### config.mk
export PLATFORM = sky130hd
export DESIGN_NAME = alu_sequencer
export DESIGN_NICKNAME = d
export VERILOG_FILES = /design/src/rtl/alu_pkg.sv /design/src/rtl/alu_settle_counter.sv /design/src/rtl/alu_sequencer.sv
export SDC_FILE = /design/constraint.sdc
export NUM_CORES = 1
export LEC_CHECK = 0
export BUFFER_PORTS_ARGS = -buffer_cell sky130_fd_sc_hd__buf_2
export CELL_PAD_IN_SITES_DETAIL_PLACEMENT = 1
export CELL_PAD_IN_SITES_GLOBAL_PLACEMENT = 1
export CORE_MARGIN = 1
export CORE_UTILIZATION = 39
export DETAILED_ROUTE_END_ITERATION = 7
export PLACE_DENSITY_LB_ADDON = 0.1
export SLEW_MARGIN = 20
export SYNTH_ARGS = -nofsm -noshare
export SYNTH_HDL_FRONTEND = slang
export SYNTH_HIERARCHICAL = 1
export SYNTH_SLANG_ARGS = --single-unit
### constraint.sdc
create_clock -name clk -period 3.8 [get_ports clk]
set_clock_uncertainty 0.1 [all_clocks]
set_input_delay 0.76 -clock clk [delete_from_list [all_inputs] [get_ports clk]]
set_output_delay 0.76 -clock clk [all_outputs]
set_load 0.02 [all_outputs]
### src/rtl/alu_pkg.sv
// rtl/alu_pkg.sv - ALU opcodes, sequencer state encoding and opcode class helpers
package alu_pkg;

    localparam logic [3:0] OP_AND = 4'b0000;
    localparam logic [3:0] OP_OR  = 4'b0001;
    localparam logic [3:0] OP_NOT = 4'b0010;
    localparam logic [3:0] OP_ADD = 4'b0011;
    localparam logic [3:0] OP_SUB = 4'b0100;
    localparam logic [3:0] OP_MUL = 4'b0101;
    localparam logic [3:0] OP_DIV = 4'b0110;
    localparam logic [3:0] OP_SLL = 4'b0111;
    localparam logic [3:0] OP_SRL = 4'b1000;
    localparam logic [3:0] OP_ROL = 4'b1001;
    localparam logic [3:0] OP_ROR = 4'b1010;

    localparam int CNT_W = 16;

    typedef enum logic [1:0] {
        ST_IDLE = 2'd0,
        ST_EXEC = 2'd1,
        ST_HOLD = 2'd2
    } seq_state_t;

    function automatic logic is_muldiv(input logic [3:0] op);
        return (op == OP_MUL) || (op == OP_DIV);
    endfunction

    function automatic logic is_illegal(input logic [3:0] op);
        return op > OP_ROR;
    endfunction

endpackage

### src/rtl/alu_settle_counter.sv
// rtl/alu_settle_counter.sv - loadable down-counter that flags the final settle cycle
module alu_settle_counter
    import alu_pkg::*;
#(
    parameter int W = CNT_W
) (
    input  logic         clk,
    input  logic         rst_n,
    input  logic         load,
    input  logic [W-1:0] load_val,
    input  logic         en,
    output logic         done
);

    logic [W-1:0] cnt_q;
    logic [W-1:0] cnt_d;

    always_comb begin
        cnt_d = cnt_q;
        if (load) begin
            cnt_d = load_val;
        end else if (en && (cnt_q != '0)) begin
            cnt_d = cnt_q - 1'b1;
        end
    end

    always_ff @(posedge clk or negedge rst_n) begin
        if (!rst_n) begin
            cnt_q <= '0;
        end else begin
            cnt_q <= cnt_d;
        end
    end

    assign done = en && !load && (cnt_q == '0);

endmodule

### src/rtl/alu_sequencer.sv
// rtl/alu_sequencer.sv - ALU issue sequencer: operand regs, settle wait, result capture, HI/LO
// Optional macro ALU_ILLEGAL_TRAP_EN: illegal opcodes bypass the ALU and report op_err.
module alu_sequencer
    import alu_pkg::*;
#(
    parameter int ALU_CYCLES    = 1,
    parameter int MULDIV_CYCLES = 4
) (
    input  logic        clk,
    input  logic        rst_n,
    input  logic        req_valid,
    output logic        req_ready,
    input  logic [3:0]  req_op,
    input  logic [31:0] req_a,
    input  logic [31:0] req_b,
    output logic [3:0]  alu_op,
    output logic [31:0] alu_a,
    output logic [31:0] alu_b,
    input  logic [63:0] alu_result,
    input  logic        alu_zero,
    output logic        rsp_valid,
    input  logic        rsp_ready,
    output logic [31:0] z_hi,
    output logic [31:0] z_lo,
    output logic        z_zero,
    output logic [31:0] hi_reg,
    output logic [31:0] lo_reg,
    output logic        op_err
);

    localparam logic [CNT_W-1:0] ALU_LOAD    = CNT_W'(ALU_CYCLES - 1);
    localparam logic [CNT_W-1:0] MULDIV_LOAD = CNT_W'(MULDIV_CYCLES - 1);

    seq_state_t  state_q, state_d;
    logic        req_ready_q, req_ready_d;
    logic        rsp_valid_q, rsp_valid_d;
    logic [3:0]  alu_op_q, alu_op_d;
    logic [31:0] alu_a_q, alu_a_d;
    logic [31:0] alu_b_q, alu_b_d;
    logic [31:0] z_hi_q, z_hi_d;
    logic [31:0] z_lo_q, z_lo_d;
    logic        z_zero_q, z_zero_d;
    logic [31:0] hi_q, hi_d;
    logic [31:0] lo_q, lo_d;
`ifdef ALU_ILLEGAL_TRAP_EN
    logic        op_err_q, op_err_d;
`endif

    logic             cnt_load;
    logic [CNT_W-1:0] cnt_load_val;
    logic             cnt_en;
    logic             cnt_done;

    alu_settle_counter #(.W(CNT_W)) u_settle (
        .clk      (clk),
        .rst_n    (rst_n),
        .load     (cnt_load),
        .load_val (cnt_load_val),
        .en       (cnt_en),
        .done     (cnt_done)
    );

    always_comb begin
        state_d      = state_q;
        req_ready_d  = req_ready_q;
        rsp_valid_d  = rsp_valid_q;
        alu_op_d     = alu_op_q;
        alu_a_d      = alu_a_q;
        alu_b_d      = alu_b_q;
        z_hi_d       = z_hi_q;
        z_lo_d       = z_lo_q;
        z_zero_d     = z_zero_q;
        hi_d         = hi_q;
        lo_d         = lo_q;
`ifdef ALU_ILLEGAL_TRAP_EN
        op_err_d     = op_err_q;
`endif
        cnt_load     = 1'b0;
        cnt_load_val = ALU_LOAD;
        cnt_en       = (state_q == ST_EXEC);

        case (state_q)
            ST_IDLE: begin
                if (req_valid && req_ready_q) begin
                    alu_op_d    = req_op;
                    alu_a_d     = req_a;
                    alu_b_d     = req_b;
                    req_ready_d = 1'b0;
`ifdef ALU_ILLEGAL_TRAP_EN
                    if (is_illegal(req_op)) begin
                        state_d     = ST_HOLD;
                        z_hi_d      = '0;
                        z_lo_d      = '0;
                        z_zero_d    = 1'b1;
                        op_err_d    = 1'b1;
                        rsp_valid_d = 1'b1;
                    end else begin
`else
                    begin
`endif
                        state_d      = ST_EXEC;
                        cnt_load     = 1'b1;
                        cnt_load_val = is_muldiv(req_op) ? MULDIV_LOAD : ALU_LOAD;
                    end
                end
            end
            ST_EXEC: begin
                if (cnt_done) begin
                    z_hi_d      = alu_result[63:32];
                    z_lo_d      = alu_result[31:0];
                    z_zero_d    = alu_zero;
                    rsp_valid_d = 1'b1;
                    state_d     = ST_HOLD;
                    // DIV packs remainder in the upper word, so both ops map identically
                    if (is_muldiv(alu_op_q)) begin
                        hi_d = alu_result[63:32];
                        lo_d = alu_result[31:0];
                    end
                end
            end
            ST_HOLD: begin
                if (rsp_ready) begin
                    rsp_valid_d = 1'b0;
                    req_ready_d = 1'b1;
                    state_d     = ST_IDLE;
`ifdef ALU_ILLEGAL_TRAP_EN
                    op_err_d    = 1'b0;
`endif
                end
            end
            default: begin
                state_d     = ST_IDLE;
                req_ready_d = 1'b1;
                rsp_valid_d = 1'b0;
            end
        endcase
    end

    always_ff @(posedge clk or negedge rst_n) begin
        if (!rst_n) begin
            state_q     <= ST_IDLE;
            req_ready_q <= 1'b1;
            rsp_valid_q <= 1'b0;
            alu_op_q    <= '0;
            alu_a_q     <= '0;
            alu_b_q     <= '0;
            z_hi_q      <= '0;
            z_lo_q      <= '0;
            z_zero_q    <= 1'b0;
            hi_q        <= '0;
            lo_q        <= '0;
`ifdef ALU_ILLEGAL_TRAP_EN
            op_err_q    <= 1'b0;
`endif
        end else begin
            state_q     <= state_d;
            req_ready_q <= req_ready_d;
            rsp_valid_q <= rsp_valid_d;
            alu_op_q    <= alu_op_d;
            alu_a_q     <= alu_a_d;
            alu_b_q     <= alu_b_d;
            z_hi_q      <= z_hi_d;
            z_lo_q      <= z_lo_d;
            z_zero_q    <= z_zero_d;
            hi_q        <= hi_d;
            lo_q        <= lo_d;
`ifdef ALU_ILLEGAL_TRAP_EN
            op_err_q    <= op_err_d;
`endif
        end
    end

    assign req_ready = req_ready_q;
    assign rsp_valid = rsp_valid_q;
    assign alu_op    = alu_op_q;
    assign alu_a     = alu_a_q;
    assign alu_b     = alu_b_q;
    assign z_hi      = z_hi_q;
    assign z_lo      = z_lo_q;
    assign z_zero    = z_zero_q;
    assign hi_reg    = hi_q;
    assign lo_reg    = lo_q;
`ifdef ALU_ILLEGAL_TRAP_EN
    assign op_err    = op_err_q;
`else
    assign op_err    = 1'b0;
`endif

endmodule
# Word-level counts from Yosys, hierarchy flattened
# Index checks and enable logic that the tools add are counted.
[totals] input_bits=137 ff_bits=217 elab_cells=58
[op_classes] n_reduce_logical=17 n_addsub=1 bitwise_logic=2 n_eq_ne=9 n_mux=17
[ops] operator="16-bit 2-to-1 mux" n=2
[ops] operator="4-bit by 3-bit == test with 1-bit output (second input constant)" n=4
[ops] operator="16-bit logical NOT" n=1
[ops] operator="16-bit nonzero test" n=1
[ops] operator="16-bit by 1-bit subtractor with 16-bit output (second input constant)" n=1
[ops] operator="2-bit 2-to-1 mux" n=6
[ops] operator="3-bit AND reduction" n=4
[ops] operator="1-bit 2-to-1 mux" n=6
[ops] operator="2-bit != test (second input constant)" n=3
[ops] operator="1-bit one-hot mux with 3 select lines" n=2
[ops] operator="2-bit one-hot mux with 3 select lines" n=1
[ops] operator="1-bit logical AND" n=4
[ops] operator="2-bit AND reduction" n=2
[ops] operator="2-bit by 1-bit == test with 1-bit output (second input constant)" n=1
[ops] operator="2-bit == test (second input constant)" n=1
[ops] operator="2-bit logical NOT" n=1
[ops] operator="1-bit logical OR" n=2
[ops] operator="1-bit NOT" n=2
[ops] operator="2-bit nonzero test" n=1
[ops] operator="1-bit logical NOT" n=1

# Logic depth before layout (Yosys ltp)
# Gate-level depths: netlist of the first run.
[logic_depth] word_depth=8 depth_mapped=12 ltp_nobuf=8

# Cells and area by module
# The synthesis of the first run kept the hierarchy.
[by_module_without_submodules] mod="alu_sequencer" instances=1 area_each_um2=7746.2 seq_area_each_um2=5031.1 cells_per_inst=441
[by_module_without_submodules] mod="alu_settle_counter" instances=1 area_each_um2=1107.3 seq_area_each_um2=400.4 cells_per_inst=127

# Worst setup path before layout of the first run
# OpenSTA, ideal clock, no wires.
[synth_path] kind="input to register" from="input port req_valid" to="register hi_q[0], in the netlist hi_reg[0]" t_arrival_ns=3.180 required_time_ns=3.575 slack_ns=0.395 cell_stages=12 setup_time_ns=0.125 path_cell_list="nand2b_1 > nor3b_1 > clkbuf_1 > buf_2 > clkbuf_1 > clkbuf_1 > nor3b_1 > nand3b_1 > or4b_1 > buf_4 > buf_6 > mux2_4"
[synth_via] elab_chain_cells=7
[synth_lines] element="start: declaration" line_no="alu_sequencer.sv:11" source="input logic req_valid,"
[synth_lines] element="1-bit logical AND" line_no="alu_sequencer.sv:84" source="if (req_valid && req_ready_q) begin"
[synth_lines] element="1-bit 2-to-1 mux" line_no="alu_sequencer.sv:84"
[synth_lines] element="1-bit 2-to-1 mux" line_no="alu_sequencer.sv:82" source="case (state_q)"
[synth_lines] element="via cnt_load" line_no="alu_sequencer.sv:49" source="logic cnt_load;"
[synth_lines] element="1-bit logical NOT" line_no="alu_settle_counter.sv:35" source="assign done = en && !load && (cnt_q == '0);"
[synth_lines] element="1-bit logical AND (2 in series)" line_no="alu_settle_counter.sv:35"
[synth_lines] element="via cnt_done" line_no="alu_sequencer.sv:52" source="logic cnt_done;"
[synth_lines] element="3-bit AND reduction (no line)"
[synth_lines] element="end signal: assignment" line_no="alu_sequencer.sv:165" source="hi_q <= hi_d;"
[synth_lines] element="end: declaration" line_no="alu_sequencer.sv:43" source="logic [31:0] hi_q, hi_d;"
# The timed path passes the listed nets, and every way through them passes these cells.
# A chain may end at the register's enable or synchronous reset.

# Final worst setup path of the first run
[layout_path] from="register u_settle.cnt_q[7]" to="register hi_q[14], in the netlist hi_reg[14]"
[layout_via] elab_chain_cells=3
[layout_lines] element="start: declaration" line_no="alu_settle_counter.sv:15" source="logic [W-1:0] cnt_q;"
[layout_lines] element="start signal: assignment" line_no="alu_settle_counter.sv:31" source="cnt_q <= cnt_d;"
[layout_lines] element="16-bit logical NOT" line_no="alu_settle_counter.sv:35"
[layout_lines] element="1-bit logical AND" line_no="alu_settle_counter.sv:35"
[layout_lines] element="via cnt_done" line_no="alu_sequencer.sv:52"
[layout_lines] element="3-bit AND reduction (no line)"
# The timed path passes the listed nets, and every way through them passes these cells.

==> flow_summary.toml, run 1 <==
[outcome]
outcome = "complete, but fails checks"
violations = "design-rule violations"

[cts]
cts_setup_buffers = 0
hold_buffers = 0
numClockSinks = 217
ctsResizeCount = 0
htree_levels = 1
tritoncts = "built"
numCtsBuffers = 25
cts_buffer_depth = 3
cts_root_buffer = "clkbuf_16"
clkTransAtPathRegs_ps = 60
clk_latency_ps = 510

[floorplanning]
dieArea_um2 = 23300
num_io_pins = 337
initial_utilization_pct = 40.2
coreArea_um2 = 22000
rows = 54
die_h_um = 153
die_w_um = 153

[final_layout]
area_growth_pct = 31.6
layout_commonest_cell = "buf_2"
mostFrequentLayoutCells = "buf_2, dfrtp_1, mux2_2, mux2_4, clkbuf_16"
fin_nets = 1064
drive_gt1_share_pct = 62.6
fillers = 2277

[setup_path]
critPathMaxFanout = 64
critPathRequiredTime_ps = 4100
startpoint = "u_settle/cnt_q[7]"
r2r_start = "u_settle/cnt_q[7]"
critPathKind = "flip-flop to flip-flop"
cp-end-kind = "flip-flop"
arrival_ps = 3760
worstSetupStartpointType = "flip-flop"

[route]
drt_first_pass_iters = 6
wl_met1_um = 9250
top_layer = "met4"
wl_per_cell_um = 20.0
vias_per_cell = 4.99
post-route-drc-count = 24
wl_um = 24500
ant_nets = 0
wl_met2_um = 12800
wl_met3_um = 1930
num_vias = 6111
detail_route.iter0.violations = 259

[timing]
slew_headroom_pct = 35.9
drv_slew = 0
post-route-period-util_pct = 91.2
fmax_mhz = 289
hold_viol = 0
worstMarginPinSlew_ps = 961
setup_viol = 0
final.setup.tns_ps = 0
fin_crit_ps = 3460
rsz0062_at_grt = "false"

[grt]
grt_pass1_vias = 6971
grt_max_degree = 105
overflow = 0
grt_usage_pct = 21.4
grt_pass1_wl_um = 39600
grt_antenna_before_repair = 4

[power]
p_comb_share_pct = 2.9
p_int_mw = 3.75
power_frac_seq_pct = 48.7
clock_power_share_pct = 48.4
power_switching_mw = 1.00
ir_worst_vdd_mv = 0.325
p_total_mw = 4.75
power.leakage_nw = 6.75
p_sw_share_pct = 21.1
powerDensity_nw_per_um2 = 407

[synthesis]
netlist_area_um2 = 8850
synth-warning-count = 6
synth_cell_types = 54
synth_ff_type = "dfrtp_1"
ys_seq_elements = 217
synth_cells = 568
async_reset_ff_share_pct = 100
synth_edf_count = 0
avgSynthCellArea_um2 = 15.6
synth.yosys.seq_area_share_pct = 61.3

[flow_run]
cap_violations = 0

[placed_design]
place_congestion = 0.810
dpl.hpwl_um = 17600
portBuffers = 335

[hold_path]
min_path_type = "primary input to async pin"
==> per-layer routing <==
layer / global-route usage, % / vias up
met2: 38.2 / 210
met3: 6.68 / 42
met1: 24.4 / 3117
met4: 6.69 / 0
met5: 0 / -
li1: - / 2742
==> final cells by class <==
class                      count  area (um^2)  share of cell area, %
sequential                   217         5430                   46.6
multi-input combinational    332         3290                   28.2
timing repair buffer         345         1790                   15.3
clock buffer                  36          687                   5.89
tap                          280          350                   3.01
clock inverter                 5         78.8                  0.676
inverter                       5         18.8                  0.161
antenna                        4         10.0                 0.0859
==> Yosys cell counts, types with 2 or more instances <==
master | count | share of area, %
nand3b_1 | 2 | 0.17
nand3_1 | 8 | 0.45
nand2_1 | 13 | 0.55
nand4_1 | 8 | 0.57
nor3_1 | 5 | 0.28
inv_1 | 5 | 0.21
dfrtp_1 | 216 | 61
o21ai_0 | 5 | 0.28
nor2b_1 | 4 | 0.28
mux2i_1 | 3 | 0.34
mux2_4 | 60 | 10
nor3b_1 | 2 | 0.17
a21oi_1 | 11 | 0.62
mux2_2 | 137 | 17
a22oi_1 | 2 | 0.17
a31oi_1 | 2 | 0.14
nor4b_1 | 2 | 0.20
or4_4 | 2 | 0.25
nor4_4 | 2 | 0.48
nor3_2 | 2 | 0.23
buf_1 | 3 | 0.13
buf_4 | 2 | 0.17
clkbuf_1 | 5 | 0.21
o211ai_1 | 3 | 0.25
nand2b_1 | 3 | 0.21
a2bb2oi_1 | 2 | 0.20
nor2_1 | 16 | 0.68
buf_6 | 6 | 0.76
buf_2 | 12 | 0.68
==> power groups by stage <==
stage	Clock [mW]	Sequential, mW	Combinational, mW
finish	2.30	2.31	0.137
global route	2.46	2.31	0.157
CTS	2.37	2.31	0.142
detailed placement	0	2.35	0.141
global placement	0	2.35	0.133
floorplan	0	2.35	0.00788
==> final timing paths <==
check | slack, ps | cells past startpoint | end
setup / recovery | 340 | 8 | hi_reg[14]
hold / removal | 250 | 1 | u_settle/cnt_q[1]
setup reg to reg | 340 | 8 | hi_reg[14]
hold reg to reg | 400 | 1 | z_hi[8]
max in group asynchronous | 2450 | 2 | lo_reg[13]
min in group clk | 370 | 2 | alu_a[1]
==> cell families (layout without fill, tap and decap cells) <==
family	after synthesis	in the layout	synth area share [%]
AO/OA/AOI/OAI	33	33	2.40
XOR/XNOR	2	2	0.198
adder cells (fa/ha/maj)	1	1	0.141
buffers and inverters	33	391	2.16
flip-flops	217	217	61.3
multiplexers	200	200	27.9
other	1	19	0.0424
AND/OR/NAND/NOR	81	81	5.77
==> through the flow <==
| stage | instance area (um^2) | worst slack (ps) | utilization (%) | cells | hold WS, ps |
|---|---|---|---|---|---|
| after floorplan | 8910 | 395 | - | 582 | 364 |
| after global placement | 10900 | 538 | 49.4 | 1179 | 382 |
| after detailed placement | 10900 | 416 | 49.4 | 1179 | 388 |
| after CTS | 11600 | 398 | 52.9 | 1220 | 277 |
| after global routing | 11700 | 243 | 52.9 | 1223 | 304 |
| final | 11700 | 335 | 52.9 | 1224 | 248 |
==> critical path, stage by stage, from the launching register on <==
cell	delay, ps
dfrtp_1	460
or4_4	600
nor3_2	240
nand4_1	130
nor3b_1	390
nand3b_1	170
or4b_4	560
buf_12	240
mux2_4	380
Power figures use the tool's default switching activity.
==> inputs of run 2 (changes only) <==
==> constraint.sdc (replaced) <==
create_clock -name clk -period 3.4 [get_ports clk]
set_clock_uncertainty 0.1 [all_clocks]
set_input_delay 0.68 -clock clk [delete_from_list [all_inputs] [get_ports clk]]
set_output_delay 0.68 -clock clk [all_outputs]
set_load 0.02 [all_outputs]
==> run 2 against run 1 <==
  * The flow still finishes with violations (design-rule violations)
  * Worst setup slack worse by 180 ps
  * Register-to-register slack worse by 180 ps
  * Sequential power rose by 12%
  * Total power grew 13%
  * Hold slack worse by 130 ps
  * Die area unchanged
==> flow_summary.toml, run 2 (same netlist as run 1, synthesis figures left out) <==
[outcome]
outcome = "complete, but fails checks"
violations = "design-rule violations"

[grt]
use_met2_pct = 39.6
use_met3_pct = 6.31
gr-usage-met1_pct = 24.4
grt-busiest-layer = "met2"
grt_pass1_wl_um = 40000
grt_usage_pct = 21.8
grt_pass1_vias = 7161
overflow = 0
grt_antenna_before_repair = 4
grt_max_degree = 102

[hold_path]
min_path_type = "primary input to async pin"

[floorplanning]
rows = 54
num_io_pins = 337
dieArea_um2 = 23300
initial_utilization_pct = 40.2
die_w_um = 153
coreArea_um2 = 22000
die_h_um = 153

[route]
ant_nets = 0
vias_per_cell = 4.96
wl_per_cell_um = 20.1
post-route-drc-count = 24
detail_route.iter0.violations = 221
drt_first_pass_iters = 6
wl_um = 24800
num_vias = 6105

[final_layout]
drive_gt1_share_pct = 63.4
final_cell_area_um2 = 11800
fillers = 2312
area_growth_pct = 33.1
layout_commonest_cell = "buf_2"
mostFrequentLayoutCells = "buf_2, dfrtp_1, mux2_2, mux2_4, clkbuf_16"
fin_nets = 1069

[flow_run]
cap_violations = 0

[setup_path]
critPathMaxStageDelay_ps = 670
arrival_ps = 3540
cp_slowest_cell = "or4b_4"
cp-end-kind = "flip-flop"
critPathKind = "flip-flop to flip-flop"
path_cells = "or4_4, nor3_2, nand4_1, nor3b_1, nand3b_1, or4b_4, buf_12, mux2_4"
critPathMaxFanout = 19
critPathRequiredTime_ps = 3690
worstSetupStartpointType = "flip-flop"

[cts]
cts_buffer_depth = 3
numCtsBuffers = 25
clkTransAtPathRegs_ps = 60
htree_levels = 1
cts_root_buffer = "clkbuf_16"
hold_buffers = 0
clk_latency_ps = 520
numClockSinks = 217
cts_setup_buffers = 0
tritoncts = "built"
ctsResizeCount = 0

[placed_design]
place_congestion = 0.801
dpl.hpwl_um = 17900
placed_area_um2 = 11000
portBuffers = 335
pre_cts_slack_ps = 158

[timing]
fmax_mhz = 308
rsz0062_at_grt = "false"
fin_crit_ps = 3240
post-route-period-util_pct = 95.4
worstMarginPinSlew_ps = 946
final.setup.tns_ps = 0
drv_slew = 0
setup_viol = 0
fin_ws_ps = 157
hold_viol = 0
slew_headroom_pct = 36.9

[power]
power.leakage_nw = 6.83
p_total_mw = 5.37
powerDensity_nw_per_um2 = 456
ir_worst_vdd_mv = 0.335
[run 2: cell types whose count changed in the layout (fill, tap and decap cells not counted), sizes merged]
cell | before | now
diode | 4 | 3
clkinv | 2 | 5
inv | 6 | 7
bufinv | 2 | 1
buf | 344 | 349
[run 2: report_power, final]
part           internal [mW]  total, mW  switching [mW]
Combinational         0.0659      0.159          0.0928
Sequential              2.58       2.58               0
Clock                   1.58       2.63            1.05
[run 2: worst max-delay path: cells and delay by family (launching register included)]
family / cells / cell delay, ps
mux: 1 / 310
simple gates: 6 / 2010
buf+inv: 1 / 230
flops: 1 / 450
[run 2: cell type report]
class | instances | area (um^2) | area share, %
sequential | 217 | 5430 | 46.1
clock buffer | 36 | 737 | 6.25
timing repair buffer | 350 | 1870 | 15.9
tap | 280 | 350 | 2.97
clock inverter | 8 | 75.1 | 0.637
antenna | 3 | 7.51 | 0.0637
multi-input combinational | 332 | 3290 | 27.9
inverter | 5 | 18.8 | 0.159
[run 2: metrics by stage]
step / hold WS, ps / std cells / utilization [%]
6_report: 122 / 1231 / 53.5
5_1_grt: 166 / 1230 / 53.5
4_1_cts: 145 / 1228 / 53.5
3_5_place_dp: 388 / 1184 / 49.8
3_3_place_gp: 381 / 1184 / 49.8
2_1_floorplan: 284 / 582 / -
[run 2: per-layer routing]
metal / wire length [um] / part of all wire, %
met5: 0 / 0
met4: 631 / 2.5
met3: 1800 / 7.3
met1: 9290 / 38
met2: 13000 / 53
[run 2: path summary, 6_finish.rpt]
kind	from	endpoint	slack, ps	depth (start not counted)
max	u_settle/cnt_q[7]	hi_reg[19]	160	8
min	rst_n	alu_a[4]	120	1
max reg2reg	u_settle/cnt_q[7]	hi_reg[19]	160	8
min reg2reg	z_hi[28]	z_hi[28]	400	1
max in group asynchronous	rst_n	alu_b[26]	2250	2
min in group clk	req_b[11]	alu_b[11]	290	2
==> inputs of run 3 (changes only) <==
--- a/config.mk
+++ b/config.mk
@@ -9,11 +9,12 @@
 export CELL_PAD_IN_SITES_DETAIL_PLACEMENT = 1
 export CELL_PAD_IN_SITES_GLOBAL_PLACEMENT = 1
 export CORE_MARGIN = 1
-export CORE_UTILIZATION = 39
+export CORE_UTILIZATION = 37
+export CTS_CLUSTER_SIZE = 12
 export DETAILED_ROUTE_END_ITERATION = 7
+export GPL_TIMING_DRIVEN = 1
 export PLACE_DENSITY_LB_ADDON = 0.1
 export SLEW_MARGIN = 20
 export SYNTH_ARGS = -nofsm -noshare
 export SYNTH_HDL_FRONTEND = slang
-export SYNTH_HIERARCHICAL = 1
 export SYNTH_SLANG_ARGS = --single-unit
==> run 3 against run 2 <==
  * The run now ends clean
  * Worst setup slack improved by 540 ps
  * Critical path type unchanged
  * Highest routed layer unchanged
  * Non-clock buffer count decreased by 5
  * Register-to-register slack improved by 540 ps
  * Sequential power increased by 47%
==> flow_summary.toml, run 3 <==
[cts]
ctsResizeCount = 0
tritoncts = "built"
numClockSinks = 217
cts_root_buffer = "clkbuf_16"
cts_setup_buffers = 0
clkTransAtPathRegs_ps = 60
clk_latency_ps = 510
hold_buffers = 0
htree_levels = 1
cts_buffer_depth = 3
numCtsBuffers = 24

[grt]
overflow = 0
grt_max_degree = 65
grt_antenna_before_repair = 1
grt_usage_pct = 20.7
grt_pass1_wl_um = 38300
grt_pass1_vias = 6715

[floorplanning]
die_h_um = 153
rows = 54
num_io_pins = 337
coreArea_um2 = 22100
dieArea_um2 = 23500
die_w_um = 153
initial_utilization_pct = 38.3

[timing]
worstMarginPinSlew_ps = 737
slew_headroom_pct = 50.9
setup_viol = 0
rsz0062_at_grt = "false"
holdWs_ps = 50.4
final.setup.tns_ps = 0
post-route-period-util_pct = 79.4
fin_crit_ps = 2700
hold_viol = 0
drv_slew = 0
fmax_mhz = 371

[setup_path]
worstSetupStartpointType = "flip-flop"
critPathMaxStageDelay_ps = 490
ff2ff_path_depth = 7
r2r_start = "u_settle.cnt_q[0]"
startpoint = "u_settle.cnt_q[0]"
cp-end-kind = "flip-flop"
crit_end = "z_hi[17]"
critPathKind = "flip-flop to flip-flop"
r2r_slack_ps = 700
critPathRequiredTime_ps = 3690
arrival_ps = 2990
r2r-end = "z_hi[17]"
path_cells = "inv_1, ha_1, nor3b_2, nand4_1, nor2_4, buf_4, mux2_2"
cp_slowest_cell = "buf_4"
critPathMaxFanout = 41

[synthesis]
synth_largest_area_cell = "dfrtp_1"
yosys.area.top_type_share_pct = 63.9
avgSynthCellArea_um2 = 12.4
synthTopCellsByArea = "dfrtp_1, mux2_2, nand2_1"
ys_seq_elements = 217
synth.most_common_cell = "dfrtp_1"
synth.yosys.seq_area_share_pct = 64.2
netlist_area_um2 = 8460
synth_cells = 680
yosys-top-cells-count = "dfrtp_1, nand2_1, mux2_2"
synth_ff_type = "dfrtp_1"
syn-num-nets = 818
synth_cell_types = 41
async_reset_ff_share_pct = 100
synth-warning-count = 0
synth_edf_count = 0

[flow_run]
cap_violations = 0

[placed_design]
place_congestion = 0.751
placed_cells = 1272
portBuffers = 335
dpl.hpwl_um = 17000

[route]
ant_nets = 0
vias_per_cell = 4.82
drt_first_pass_iters = 4
num_vias = 6329
wl_um = 23700
detail_route.iter0.violations = 166
wl_per_cell_um = 18.1
post-route-drc-count = 0

[final_layout]
layout_commonest_cell = "buf_2"
area_growth_pct = 32.8
mostFrequentLayoutCells = "buf_2, dfrtp_1, nand2_1, mux2_2, clkbuf_16"
drive_gt1_share_pct = 49.7
fin_nets = 1156
layout.cells.non_filler = 1314

[power]
ir_worst_vdd_mv = 0.368
p_total_mw = 9.14
power.leakage_nw = 6.46
powerDensity_nw_per_um2 = 813

[hold_path]
min_path_type = "primary input to async pin"

[outcome]
outcome = "finished, final reports clean"
-- run 3: cell types whose count changed in the layout (fill, tap and decap cells not counted), moves of 5 or more --
cell	change
nand2_1	+202
mux2_4	-60
conb_1	-14
mux2_2	-12
nor2_1	-9
a21oi_1	-7
mux2i_1	+6
nand4_1	-6
or3_1	+5
or4_1	+5
-- run 3: worst min-delay path by stage --
stage | endpoint | startpoint | depth (start not counted) | slack (ps)
4_1_cts | z_hi[3] | rst_n | 1 | 60
3_3_place_gp | alu_b[4] | alu_b[4] | 2 | 350
6_report | z_hi[3] | rst_n | 1 | 50
3_5_place_dp | alu_b[0] | alu_b[0] | 2 | 360
5_1_grt | z_hi[3] | rst_n | 1 | 70
2_1_floorplan | alu_a[0] | rst_n | 0 | 280
-- run 3: layout make-up --
type	count	area [um^2]
repair buffers	345	1820
clock inverters	3	40.0
clock buffers	38	734
diodes	1	2.50
inverters	4	15.0
fillers	2465	10900
multi-input cells	426	2840
flip-flops and latches	217	5430
well taps	280	350
-- run 3: through the flow --
stage          utilization [%]  worst slack [ps]  cell area (um^2)
6_report                  50.9               701             11200
3_3_place_gp              47.3               796             10500
3_5_place_dp              47.3               703             10500
4_1_cts                   50.9               691             11200
5_1_grt                   50.9               496             11200
2_1_floorplan                -              1090              8460
-- run 3: cells by family (layout without fill, tap and decap cells) --
logic type | Yosys count | count (layout) | synth area share, %
compound gates | 17 | 17 | 1.27
flops | 217 | 217 | 64.2
fa+ha+maj | 1 | 1 | 0.148
other cells | 1 | 2 | 0.0443
buf+inv | 37 | 390 | 2.47
mux | 138 | 138 | 18.2
xor+xnor | 2 | 2 | 0.207
simple gates | 267 | 267 | 13.4
-- run 3: where the power goes --
group | internal [mW] | leakage (nW) | switching, mW
registers | 3.33 | 2.90 | 0.453
clock network | 1.54 | 0.381 | 1.01
logic | 1.03 | 3.17 | 1.77
-- run 3: critical path: cells and delay by family (launching register included) --
family	cells	cell delay, ps
adders and majority gates	1	160
and+or+nand+nor	3	860
DFF	1	420
buffers and inverters	2	570
muxes	1	410
-- run 3: layer usage --
| layer | wire length, um | GRT usage (%) |
|---|---|---|
| met5 | 0 | 0 |
| met1 | 9970 | 26.9 |
| met2 | 11400 | 34.3 |
| met3 | 1820 | 5.27 |
| met4 | 545 | 5.48 |
